[config.mk]
export PLATFORM = sky130hd
export DESIGN_NAME = car_motion_arbiter
export DESIGN_NICKNAME = d
export VERILOG_FILES = /design/src/rtl/car_pkg.sv /design/src/rtl/motor_deadtime.sv /design/src/rtl/car_motion_arbiter.sv
export SDC_FILE = /design/constraint.sdc
export NUM_CORES = 1
export LEC_CHECK = 0
export BUFFER_PORTS_ARGS = -buffer_cell sky130_fd_sc_hd__buf_2
export CORE_UTILIZATION = 60
export CTS_CLUSTER_DIAMETER = 150
export CTS_CLUSTER_SIZE = 14
export DETAILED_ROUTE_END_ITERATION = 7
export PLACE_DENSITY = 0.89
export SLEW_MARGIN = 20
export SYNTH_ARGS = -nofsm -noshare
export SYNTH_HDL_FRONTEND = slang
export SYNTH_SLANG_ARGS = --single-unit
export TNS_END_PERCENT = 1
[constraint.sdc]
create_clock -name clk -period 6.35 [get_ports clk]
set_input_delay 1.27 -clock clk [delete_from_list [all_inputs] [get_ports clk]]
set_output_delay 1.27 -clock clk [all_outputs]
set_load 0.02 [all_outputs]
[src/rtl/car_pkg.sv]
// Shared encodings for the car motion arbiter.
//   dir field  (out_mode[3:2]) : DIR_STOP / DIR_FWD / DIR_BACK
//   rot field  (out_mode[1:0]) : ROT_HOLD / ROT_LEFT / ROT_RIGHT
//   car_state codes            : ST_MANUAL / ST_AUTO / ST_DANCE / ST_BRAKE
//   DANCE_TABLE                : eight {dir, rot} moves, index 0 is leftmost
package car_pkg;

  localparam logic [1:0] DIR_STOP  = 2'b00;
  localparam logic [1:0] DIR_FWD   = 2'b10;
  localparam logic [1:0] DIR_BACK  = 2'b01;

  localparam logic [1:0] ROT_HOLD  = 2'b00;
  localparam logic [1:0] ROT_LEFT  = 2'b10;
  localparam logic [1:0] ROT_RIGHT = 2'b01;

  localparam logic [1:0] ST_MANUAL = 2'd0;
  localparam logic [1:0] ST_AUTO   = 2'd1;
  localparam logic [1:0] ST_DANCE  = 2'd2;
  localparam logic [1:0] ST_BRAKE  = 2'd3;

  localparam logic [0:7][3:0] DANCE_TABLE = {
    DIR_FWD,  ROT_LEFT,
    DIR_FWD,  ROT_RIGHT,
    DIR_BACK, ROT_LEFT,
    DIR_BACK, ROT_RIGHT,
    DIR_STOP, ROT_LEFT,
    DIR_STOP, ROT_RIGHT,
    DIR_FWD,  ROT_HOLD,
    DIR_BACK, ROT_HOLD
  };

  // True when the request is the opposite running direction of what is applied.
  function automatic logic is_reversal(input logic [1:0] req, input logic [1:0] applied);
    return ((req == DIR_FWD) && (applied == DIR_BACK)) ||
           ((req == DIR_BACK) && (applied == DIR_FWD));
  endfunction

endpackage

[src/rtl/motor_deadtime.sv]
// DC motor direction dead-time guard.
// Ports:
//   clk       system clock
//   rst_n     asynchronous reset, active-low
//   i_req_dir requested direction (DIR_* encoding)
//   o_dir     applied (registered) direction
// A reversal forces DEAD_CYCLES cycles of stop; stop<->run changes pass straight through.
module motor_deadtime
  import car_pkg::*;
#(
  parameter int unsigned DEAD_CYCLES = 8
)(
  input  logic       clk,
  input  logic       rst_n,
  input  logic [1:0] i_req_dir,
  output logic [1:0] o_dir
);

  localparam int unsigned CW = $clog2(DEAD_CYCLES + 1);

  localparam logic ST_RUN   = 1'b0;
  localparam logic ST_DRAIN = 1'b1;

  logic          r_fsm;
  logic [CW-1:0] r_cnt;
  logic [1:0]    r_dir;

  always_ff @(posedge clk or negedge rst_n) begin
    if (!rst_n) begin
      r_fsm <= ST_RUN;
      r_cnt <= '0;
      r_dir <= DIR_STOP;
    end else if (r_fsm == ST_RUN) begin
      if (is_reversal(i_req_dir, r_dir)) begin
        r_fsm <= ST_DRAIN;
        r_cnt <= CW'(DEAD_CYCLES - 1);
        r_dir <= DIR_STOP;
      end else begin
        r_dir <= i_req_dir;
      end
    end else begin
      // Drain runs to completion whatever is requested meanwhile.
      if (r_cnt == '0) begin
        r_fsm <= ST_RUN;
        r_dir <= i_req_dir;
      end else begin
        r_cnt <= r_cnt - CW'(1);
      end
    end
  end

  assign o_dir = r_dir;

endmodule

[src/rtl/car_motion_arbiter.sv]
// Car motion arbiter: selects brake / dance / auto / manual as motor source.
// Ports:
//   clk, rst                 clock, asynchronous active-low reset
//   forward/backward/left/right  manual button levels
//   car_break_signal         brake (highest priority)
//   auto_mode_signal         line-follow enable
//   dance_mode_signal        dance enable
//   left/right_line_signal   line sensors, 1 = line seen
//   beat_tick, step_tick     music beat pulse, stepper step pulse
//   out_mode                 {dir[1:0], rot[1:0]}, registered
//   car_state                selected source, registered
//   lost                     auto halted after the line was lost
module car_motion_arbiter
  import car_pkg::*;
#(
  parameter int unsigned DEAD_CYCLES = 8,
  parameter int unsigned STEER_MAX   = 16,
  parameter int unsigned DANCE_BEATS = 4,
  parameter int unsigned LOST_CYCLES = 1024
)(
  input  logic       clk,
  input  logic       rst,
  input  logic       forward,
  input  logic       backward,
  input  logic       left,
  input  logic       right,
  input  logic       car_break_signal,
  input  logic       auto_mode_signal,
  input  logic       dance_mode_signal,
  input  logic       left_line_signal,
  input  logic       right_line_signal,
  input  logic       beat_tick,
  input  logic       step_tick,
  output logic [3:0] out_mode,
  output logic [1:0] car_state,
  output logic       lost
);

  localparam int unsigned PW = $clog2(STEER_MAX + 1) + 1;
  localparam int unsigned BW = $clog2(DANCE_BEATS + 1);
  localparam int unsigned LW = $clog2(LOST_CYCLES + 1);
  localparam logic signed [PW-1:0] POS_MAX = PW'(STEER_MAX);
  localparam logic signed [PW-1:0] POS_MIN = -POS_MAX;

  logic [1:0]           w_sel;
  logic [1:0]           w_req_dir;
  logic [1:0]           w_req_rot;
  logic [1:0]           w_rot;
  logic [1:0]           w_dir;

  logic [1:0]           r_state;
  logic [1:0]           r_rot;
  logic                 r_lost;
  logic [LW-1:0]        r_lost_cnt;
  logic signed [PW-1:0] r_steer_pos;
  logic [2:0]           r_dance_idx;
  logic [BW-1:0]        r_beat_cnt;

  always_comb begin
    if (car_break_signal)       w_sel = ST_BRAKE;
    else if (dance_mode_signal) w_sel = ST_DANCE;
    else if (auto_mode_signal)  w_sel = ST_AUTO;
    else                        w_sel = ST_MANUAL;
  end

  always_comb begin
    w_req_dir = DIR_STOP;
    w_req_rot = ROT_HOLD;
    case (w_sel)
      ST_MANUAL: begin
        if (forward && !backward)      w_req_dir = DIR_FWD;
        else if (backward && !forward) w_req_dir = DIR_BACK;
        if (left && !right)            w_req_rot = ROT_LEFT;
        else if (right && !left)       w_req_rot = ROT_RIGHT;
      end
      ST_AUTO: begin
        if (!r_lost) begin
          if (left_line_signal || right_line_signal) w_req_dir = DIR_FWD;
          if (left_line_signal && !right_line_signal)      w_req_rot = ROT_LEFT;
          else if (right_line_signal && !left_line_signal) w_req_rot = ROT_RIGHT;
        end
      end
      ST_DANCE: {w_req_dir, w_req_rot} = DANCE_TABLE[r_dance_idx];
      default: ;
    endcase
  end

  // Refuse to drive the stepper further once the wheel sits at a limit.
  always_comb begin
    w_rot = w_req_rot;
    if ((w_req_rot == ROT_LEFT  && r_steer_pos == POS_MAX) ||
        (w_req_rot == ROT_RIGHT && r_steer_pos == POS_MIN))
      w_rot = ROT_HOLD;
  end

  motor_deadtime #(
    .DEAD_CYCLES (DEAD_CYCLES)
  ) u_deadtime (
    .clk       (clk),
    .rst_n     (rst),
    .i_req_dir (w_req_dir),
    .o_dir     (w_dir)
  );

  always_ff @(posedge clk or negedge rst) begin
    if (!rst) begin
      r_state <= ST_MANUAL;
      r_rot   <= ROT_HOLD;
    end else begin
      r_state <= w_sel;
      r_rot   <= w_rot;
    end
  end

  // Position follows the rotation actually issued to the stepper.
  always_ff @(posedge clk or negedge rst) begin
    if (!rst) begin
      r_steer_pos <= '0;
    end else if (step_tick) begin
      if (r_rot == ROT_LEFT && r_steer_pos < POS_MAX)
        r_steer_pos <= r_steer_pos + PW'(1);
      else if (r_rot == ROT_RIGHT && r_steer_pos > POS_MIN)
        r_steer_pos <= r_steer_pos - PW'(1);
    end
  end

  // Held at zero outside DANCE, so every entry starts from move 0, beat 0.
  always_ff @(posedge clk or negedge rst) begin
    if (!rst) begin
      r_dance_idx <= '0;
      r_beat_cnt  <= '0;
    end else if (w_sel != ST_DANCE) begin
      r_dance_idx <= '0;
      r_beat_cnt  <= '0;
    end else if (beat_tick) begin
      if (r_beat_cnt == BW'(DANCE_BEATS - 1)) begin
        r_beat_cnt  <= '0;
        r_dance_idx <= r_dance_idx + 3'd1;
      end else begin
        r_beat_cnt <= r_beat_cnt + BW'(1);
      end
    end
  end

  // Lost latches until AUTO is no longer the selected source.
  always_ff @(posedge clk or negedge rst) begin
    if (!rst) begin
      r_lost     <= 1'b0;
      r_lost_cnt <= '0;
    end else if (w_sel != ST_AUTO) begin
      r_lost     <= 1'b0;
      r_lost_cnt <= '0;
    end else if (!r_lost) begin
      if (left_line_signal || right_line_signal) begin
        r_lost_cnt <= '0;
      end else if (r_lost_cnt == LW'(LOST_CYCLES - 1)) begin
        r_lost     <= 1'b1;
        r_lost_cnt <= '0;
      end else begin
        r_lost_cnt <= r_lost_cnt + LW'(1);
      end
    end
  end

  assign out_mode  = {w_dir, r_rot};
  assign car_state = r_state;
  assign lost      = r_lost;

endmodule

=== After elaboration in Yosys (flattened, before gate mapping) ===
Memory sizes are Yosys's and may differ from the RTL's.
Index checks and enable logic that the tools add are counted.

* $add $sub $neg: 6
* Magnitude comparators: 3
* Equality and inequality tests: 19
* Muxes and demuxes: 42
* Bitwise operators: 1
* Reduce and logical (&&, ||, !) cells: 30

{| class="wikitable"
|+ Operator list
! operator !! count
|-
| $mux W11 || 4
|-
| $mux W2 || 12
|-
| $mux W4 || 5
|-
| $mux W3 || 6
|-
| $logic_and A1 B1 Y1 || 12
|-
| $mux W6 || 2
|-
| $pmux W2 S3 || 2
|-
| $add A11 B1 Y11 const B || 1
|-
| $eq A11 B10 Y1 const B || 1
|-
| $mux W1 || 11
|-
| $eq A2 B1 Y1 const B || 5
|-
| $eq A2 B2 Y1 const B || 5
|-
| $reduce_bool A2 Y1 || 4
|-
| $add A3 B1 Y3 const B || 2
|-
| $add A6 B2 Y6 const B || 1
|-
| $eq A6 B5 Y1 const B || 1
|-
| $eq A6 B6 Y1 const B || 1
|-
| $gt A6 B5 Y1 const B || 1
|-
| $logic_not A1 Y1 || 6
|-
| $lt A6 B6 Y1 const B || 1
|-
| $ne A2 B2 Y1 const B || 3
|-
| $reduce_and A2 Y1 || 3
|-
| $sub A6 B2 Y6 const B || 1
|-
| $ge A4 B4 Y1 const B || 1
|-
| other kinds (7) || 10
|}

* Register bits: 35
* ROM bits: 32
* Memories: 1

{| class="wikitable"
|+ Memories
! name !! words !! width !! read ports !! clocked after memory_dff !! wr ports !! line !! RTL
|-
| (no name shown) || 8 || 4 || 1 || 0 || 0 || car_motion_arbiter.sv:83 || <nowiki>ST_DANCE: {w_req_dir, w_req_rot} = DANCE_TABLE[r_dance_idx];</nowiki>
|}

=== Depth between registers and ports, before layout ===
Gate-level depths: netlist of the first run.

* Depth in word-level cells: 10
* Depth in mapped cells: 9
* Depth with buffers taken out: 9

=== Hierarchy ===
From an unflattened synthesis of the first run, not the netlist that was laid out.

* Cells, all modules: 211
* Area, all modules: 2195.9 µm²

{| class="wikitable"
|+ Modules (own cells, without submodules)
! module !! times used !! cells each !! area each (µm²) !! sequential area each (µm²)
|-
| car_motion_arbiter || 1 || 171 || 1756.7 || 700.7
|-
| motor_deadtime || 1 || 40 || 439.2 || 175.2
|}

=== Worst setup path before layout of the first run ===
Ideal clock, no wire load.

* Path kind: input to register
* Start point: in car_break_signal
* End point: reg u_deadtime.r_cnt[3]
* Library setup time: 0.120 ns
* Data arrival time: 2.474 ns
* Path slack: 3.756 ns
* Stages on the path: 6
* Path buffers: 1
* Path through: buf_4 and2b_2 a32o_2 nor4b_4 mux2i_4 a31o_1

* Longest elaborated chain between the ends: 8
* Elaborated cells between the ends (all ways): 12
* Classes of those cells: eq/ne (4); mux (2); reduce/logical (6)

{| class="wikitable"
|+ RTL lines
! element !! line !! RTL
|-
| start, declared || car_motion_arbiter.sv:27 || <nowiki>input logic car_break_signal,</nowiki>
|-
| $mux W2 (*) || car_motion_arbiter.sv:60 || <nowiki>if (car_break_signal) w_sel = ST_BRAKE;</nowiki>
|-
| $eq A2 B2 Y1 (tied with other cells) || car_motion_arbiter.sv:69 || <nowiki>case (w_sel)</nowiki>
|-
| $pmux W2 S3 (*) || car_motion_arbiter.sv:69 ||
|-
| $eq A2 B2 Y1 / $eq A2 B1 Y1 (equally long branches) || car_pkg.sv:34, car_pkg.sv:35 ||
|-
| $logic_and A1 B1 Y1 (on tied branches) || car_pkg.sv:34, car_pkg.sv:35 ||
|-
| $logic_or A1 B1 Y1 (*) || car_pkg.sv:34 || <nowiki>return ((req == DIR_FWD) && (applied == DIR_BACK)) ||</nowiki>
|-
| $reduce_bool A2 Y1 (no source line) (*) || - ||
|-
| $reduce_and A2 Y1 (no source line) (*) || - ||
|-
| end signal, assigned || motor_deadtime.sv:36 || <nowiki>r_cnt <= CW'(DEAD_CYCLES - 1);</nowiki>
|-
| end signal, assigned || motor_deadtime.sv:47 || <nowiki>r_cnt <= r_cnt - CW'(1);</nowiki>
|-
| end, declared || motor_deadtime.sv:25 || <nowiki>logic [CW-1:0] r_cnt;</nowiki>
|}

Every way passes the cells marked *; elsewhere a longest branch is shown, timed or not.
A chain may end at the register's enable or synchronous reset.

=== Final worst setup path of the first run ===
* Start point: reg r_steer_pos[4]
* End point: reg r_steer_pos[5]

* Longest elaborated chain between the ends: 4
* Elaborated cells between the ends (all ways): 10
* Classes of those cells: add/sub (2); order compare (2); mux (2); reduce/logical (4)

{| class="wikitable"
|+ RTL lines
! element !! line !! RTL
|-
| start, declared || car_motion_arbiter.sv:55 || <nowiki>logic signed [PW-1:0] r_steer_pos;</nowiki>
|-
| start signal, assigned || car_motion_arbiter.sv:121 || <nowiki>r_steer_pos <= r_steer_pos + PW'(1);</nowiki>
|-
| start signal, assigned || car_motion_arbiter.sv:123 || <nowiki>r_steer_pos <= r_steer_pos - PW'(1);</nowiki>
|-
| $lt A6 B6 Y1 / $gt A6 B5 Y1 (equally long branches) || car_motion_arbiter.sv:120, car_motion_arbiter.sv:122 ||
|-
| $logic_and A1 B1 Y1 (on tied branches) || car_motion_arbiter.sv:120, car_motion_arbiter.sv:122 ||
|-
| $reduce_bool A2 Y1 (no source line) || - ||
|-
| $reduce_and A2 Y1 (no source line) || - ||
|}

Parallel ways exist; a longest one is shown, timed or not. The select of a mux whose other input is x is not followed.

==> reports/results.ini, run 1 <==
[run_status]
status = complete, no violations

[setup_path]
path_cells = nor2b_1 -> nor3b_1 -> inv_1 -> ha_1 -> a211oi_1 -> o21bai_1 -> a21oi_1 -> mux2i_1 -> xor2_1
cp-start-kind = register
worstPathRequired_ns = 6.63
r2r_cells = 9
cp.arrival_ns = 2.92
end_kind = register
cpPeakStageDelay_ns = 0.50
crit_fanout = 6
cp_slowest_cell = nor3b_1
cp_num_buf_inv = 1
crit_type = reg2reg
r2r_start = r_steer_pos[4]
cp_top_family = simple AND/OR/NAND/NOR gates
critPathLaunch = r_steer_pos[4]
crit_cells = 9

[clock_tree]
cts.clk_slew.worst_paths_ns = 0.11
cts_tree = built
cts_buffers = 5
cts.path.max_buffers = 2
post_cts_resized = 0
cts-htree-levels = 2
cts_hold_buf = 0
cts_setup_buffers = 0
cts_root_buffer = clkbuf_4
insertion_delay_ns = 0.35
cts_sinks = 35

[floorplan]
start_util_pct = 65.3
die_w_um = 60.6
design.core.area_mm2 = 0.00315
dieHeight_um = 60.6
die-area_mm2 = 0.00367
rows = 20
num_io_pins = 20

[cells_and_area]
multiInputGateArea_mm2 = 0.00109
stdcell_area_mm2 = 0.00226
final_core_util_pct = 71.8
num_antenna_cells = 0
fin_cells = 281
regArea_um2 = 876
drive_gt1_share_pct = 16.5
fillers = 230
layout.nets = 262
area_growth_pct = 10.0

[detailed_routing]
wl_per_cell_um = 13.0
num_vias = 1568
drt_iter0_drc = 77
drt_wl_total_um = 3640
drc_errors = 0
dr.pass1.iters = 4
ant_nets = 0
routed_via_density = 5.58

[timing]
slew-limit-headroom_pct = 49.5
setup_tns_ns = 0
drv_slew = 0
tightest_slew_ns = 0.757
setup_ws_ns = 3.71
whs_ns = 0.522
hold_viol = 0
period_share_pct = 41.6
skew_ns = 0.0107
min_period_ns = 2.64
rsz0062_at_grt = no
clock.fmax_mhz = 379
setup_viol = 0

[yosys]
avgSynthCellArea_um2 = 9.66
syn-num-nets = 239
synthTopCellsByArea = dfrtp_1, ha_1, xor2_1
ys_seq_area_share_pct = 42.6
synthDistinctLibCells = 49
synth_warnings = 0
async_reset_ff_share_pct = 100
synthCells = 213
syn_area_mm2 = 0.00206
yosysTopAreaCellShare_pct = 42.6
synthFlopType = dfrtp_1
ys_ff_latch = 35
yosys.area.top_type = dfrtp_1
synth_edf_count = 0

[pwr]
pwr-share-seq_pct = 44.4
combPwrFrac_pct = 31.7
power.density_mw_per_mm2 = 308
swShare_pct = 34.6
p_int_mw = 0.457
switchingPower_mw = 0.241
power_mw = 0.698
p_leak_nw = 1.02
ir_drop_mv = 0.240
clock_power_share_pct = 23.9

[placement]
gp_congestion = 0.796
dp_hpwl_um = 2720
port_buffers = 19
placed_area_mm2 = 0.00218
dpl.cell_count = 273
dp_slack_ns = 3.60

[grt]
grt_start_max_net_pins = 36
antenna_found_initial = 0
grt_first_pass_wirelength_um = 6350
grt_use_total_pct = 24.2
grt_use_met3_pct = 7.89
grt-ovfl-total = 0
grt_pass1_vias = 1523
grtUsageMet2_pct = 40.0
use_met1_pct = 28.5
busiest_layer = met2

[flow_run]
maxCapViolCount = 0

[hold_path]
worstHoldStart = r_lost_cnt[10]
hold_depth = 2
hold_class = reg2reg

cell usage in the layout, fill, tap and decap left out, types with 2 or more instances in the layout:
cell       n
a21o_1     3
or3_1      3
o21ai_0   12
o32ai_1    2
nor3b_1    3
nor2_1    23
nand2_1   22
nand3_1    3
a21oi_1   14
clkbuf_4   5
mux2i_1    2
nand3b_1   2
xnor2_1    3
nor3_1     3
buf_2     19
xor2_1    11
ha_1      12
dfrtp_1   35
inv_1     17
nor4b_1    3
nand2b_1   5
nand4_1    5
flip-flops by register name (all words and copies together) (netlist names):
signal	count
r_lost_cnt	11
r_steer_pos	6
u_deadtime.r_cnt	4
r_beat_cnt	3
r_dance_idx	3
car_state	2
r_rot	2
u_deadtime.o_dir	2
lost	1
u_deadtime.r_fsm	1
cell usage after synthesis (2+ instances only):
| cell type | instances |
|---|---|
| a21o_1 | 3 |
| a21oi_1 | 14 |
| buf_6 | 2 |
| dfrtp_1 | 35 |
| ha_1 | 12 |
| inv_1 | 17 |
| mux2i_1 | 2 |
| nand2_1 | 22 |
| nand2b_1 | 5 |
| nand3_1 | 3 |
| nand3b_1 | 2 |
| nand4_1 | 5 |
| nor2_1 | 23 |
| nor3_1 | 3 |
| nor3b_1 | 3 |
| nor4b_1 | 3 |
| o21ai_0 | 12 |
| o32ai_1 | 2 |
| or3_1 | 3 |
| xnor2_1 | 3 |
| xor2_1 | 11 |
logic make-up after synthesis:
kind of cell               count (synthesis)  synth area share (%)
AOI/OAI and AO/OA                         46                  14.3
xor gates and xnor gates                  14                  5.96
adders and majority gates                 13                  8.27
buffers and inverters                     20                  4.56
DFF                                       35                  42.6
muxes                                      5                  3.34
and+or+nand+nor                           80                  21.0
final timing paths:
check                                            to  slack (ns)
worst max-delay path                 r_steer_pos[5]        3.71
worst min-delay path                 r_lost_cnt[10]        0.52
worst max register to register       r_steer_pos[5]        3.71
worst min register to register       r_lost_cnt[10]        0.52
max in group asynchronous       u_deadtime.r_cnt[0]        4.88
min in group asynchronous             r_lost_cnt[2]        0.97
layout make-up:
cell class | count | area share (%)
multi-input combinational | 158 | 48.1
inverter | 17 | 2.82
timing repair buffer | 19 | 4.20
clock inverter | 2 | 1.55
clock buffer | 6 | 2.27
tap | 44 | 2.43
sequential | 35 | 38.7
power groups by stage:
stage | clock network [mW] | registers (mW) | logic [mW]
floorplan | 0 | 0.308 | 0.175
global placement | 0 | 0.312 | 0.216
detailed placement | 0 | 0.314 | 0.220
CTS | 0.174 | 0.310 | 0.223
global route | 0.181 | 0.316 | 0.261
finish | 0.167 | 0.310 | 0.221
routing by layer:
metal / vias up / wire (µm)
met5: - / 0
met3: 7 / 137
met4: 0 / 66
li1: 793 / -
met2: 30 / 1770
met1: 738 / 1670
tightest hold or removal path, stage by stage, from the launching register on:
cell,delay (ns)
dfrtp_1,0.39
inv_1,0.06
a311oi_1,0.05
Note: power is estimated with default switching activity, not from simulation.
==> inputs of run 2 (changes only) <==
--- a/config.mk
+++ b/config.mk
@@ -5,12 +5,13 @@
 export SDC_FILE = /design/constraint.sdc
 export NUM_CORES = 1
 export LEC_CHECK = 0
+export ABC_AREA = 1
 export BUFFER_PORTS_ARGS = -buffer_cell sky130_fd_sc_hd__buf_2
-export CORE_UTILIZATION = 60
+export CORE_UTILIZATION = 59
 export CTS_CLUSTER_DIAMETER = 150
 export CTS_CLUSTER_SIZE = 14
 export DETAILED_ROUTE_END_ITERATION = 7
-export PLACE_DENSITY = 0.89
+export PLACE_DENSITY = 0.87
 export SLEW_MARGIN = 20
 export SYNTH_ARGS = -nofsm -noshare
 export SYNTH_HDL_FRONTEND = slang
==> constraint.sdc (replaced) <==
create_clock -name clk -period 2.7 [get_ports clk]
set_input_delay 0.54 -clock clk [delete_from_list [all_inputs] [get_ports clk]]
set_output_delay 0.54 -clock clk [all_outputs]
set_load 0.02 [all_outputs]
==> run 2 against run 1 <==
Effect of this change:
- synthesized cell count up 32%
- critical path type unchanged
- global-route usage is 0.89 points lower
- clock skew hardly changed
- clock power grew 92%
==> reports/results.ini, run 2 <==
[run_status]
status = complete, no violations

[detailed_routing]
drt_wl_total_um = 3920
dr.pass1.iters = 4
drc_errors = 0
ant_nets = 0
num_vias = 1776
wl_per_cell_um = 11.1
routed_via_density = 5.02
drt_iter0_drc = 91

[floorplan]
design.core.area_mm2 = 0.00342
die_w_um = 62.5
die-area_mm2 = 0.00390
rows = 21
num_io_pins = 20
dieHeight_um = 62.5
start_util_pct = 63.2

[yosys]
yosys.area.top_type = dfrtp_1
synthTopCellsByArea = dfrtp_1, nand2_1, inv_1
ys_ff_latch = 35
async_reset_ff_share_pct = 100
syn_area_mm2 = 0.00216
ys_seq_area_share_pct = 40.6
synthDistinctLibCells = 32
avgSynthCellArea_um2 = 7.65
synthTopCellsByCount = nand2_1, inv_1, dfrtp_1
synth_edf_count = 0
yosysTopAreaCellShare_pct = 40.6
synthCells = 282
syn-num-nets = 308
synthFlopType = dfrtp_1
synth_warnings = 0
yosysMostFrequentCell = nand2_1

[cells_and_area]
largest_register = r_lost_cnt
largest_register_ffs = 11
layout.nets = 333
drive_gt1_share_pct = 15.3
final_cell_mix = nand2_1, inv_1, dfrtp_1, nor2_1, nand3_1
num_antenna_cells = 0
final_core_util_pct = 69.5
top_regs = r_lost_cnt (11), r_steer_pos (6), u_deadtime.r_cnt (4)
area_growth_pct = 10.0
mostFrequentLayoutCell = nand2_1

[grt]
grt_use_total_pct = 23.3
grt_pass1_vias = 1709
grt_first_pass_wirelength_um = 7110
grt_start_max_net_pins = 36
grt-ovfl-total = 0
antenna_found_initial = 0

[clock_tree]
cts_setup_buffers = 0
cts.clk_slew.worst_paths_ns = 0.11
cts_hold_buf = 0
post_cts_resized = 0
cts_sinks = 35
cts_buffers = 5
insertion_delay_ns = 0.34
cts-htree-levels = 2
cts_tree = built
cts.path.max_buffers = 2
cts_root_buffer = clkbuf_4

[timing]
slew-limit-headroom_pct = 49.0
drv_slew = 0
period_share_pct = 74.7
skew_ns = 0.0105
setup_viol = 0
rsz0062_at_grt = no
setup_ws_ns = 0.682
setup_tns_ns = 0
hold_viol = 0
tightest_slew_ns = 0.766
clock.fmax_mhz = 496
min_period_ns = 2.02

[placement]
gp_congestion = 0.780
dp_slack_ns = 0.697
port_buffers = 19
dp_hpwl_um = 3030

[pwr]
p_leak_nw = 1.21
power.density_mw_per_mm2 = 657
ir_drop_mv = 0.353

[setup_path]
cp-start-kind = register
r2r_setup_slack_ns = 0.68
crit_type = reg2reg
crit_fanout = 7
worstPathRequired_ns = 2.96
end_kind = register
cp.arrival_ns = 2.28

[hold_path]
hold_class = in2async

[flow_run]
maxCapViolCount = 0

## run 2: kinds of logic after synthesis
family	synth area share, %
DFF	40.6
AOI/OAI and AO/OA	9.45
xor gates and xnor gates	2.84
adders and majority gates	7.89
and+or+nand+nor	29.9
buffers and inverters	9.34
## run 2: final cells by class
type | instances | area, µm²
fill | 294 | 1040
multi-input combinational | 194 | 1080
timing repair buffer | 19 | 95.1
sequential | 35 | 876
tap | 46 | 57.6
clock buffer | 8 | 68.8
inverter | 52 | 196
## run 2: metrics by stage
| stage | instance area, µm² | hold WS (ns) | cells | total power, mW |
|---|---|---|---|---|
| 6_report | 2370 | 0.257 | 354 | 1.56 |
| 3_5_place_dp | 2300 | 0.477 | 346 | 1.25 |
| 3_3_place_gp | 2300 | 0.470 | 346 | 1.22 |
| 2_1_floorplan | 2160 | 0.244 | 282 | 1.12 |
| 4_1_cts | 2370 | 0.282 | 354 | 1.58 |
| 5_1_grt | 2370 | 0.318 | 354 | 1.70 |
## run 2: report_power, final
group	switching (mW)	total, mW	internal (mW)
combinational	0.335	0.558	0.222
clock	0.168	0.321	0.153
sequential	0.0749	0.681	0.606
## run 2: critical path, stage by stage, from the launching register on
cell and delay (ns):
dfrtp_1 0.42, inv_1 0.12, nand2_1 0.06, nand2_1 0.23, inv_1 0.10, fa_1 0.41
o21ai_0 0.18, a21oi_1 0.10, xor2_1 0.14, o21ai_0 0.19
## run 2: worst paths after layout
path	cells after the start	endpoint	from
max	9	r_steer_pos[4]	r_steer_pos[5]
min	1	r_steer_pos[1]	rst
max reg2reg	9	r_steer_pos[4]	r_steer_pos[5]
min reg2reg	2	r_beat_cnt[1]	r_beat_cnt[1]
max in group asynchronous	1	r_dance_idx[2]	rst
min in group clk	2	r_beat_cnt[2]	beat_tick
## run 2: metal layers
metal | GRT usage [%] | vias to the layer above | part of all wire (%)
met1 | 29.5 | 798 | 47
met4 | 9.59 | 0 | 1.7
met3 | 5.66 | 6 | 3.9
li1 | - | 942 | -
met5 | 0 | - | 0
met2 | 38.2 | 30 | 48
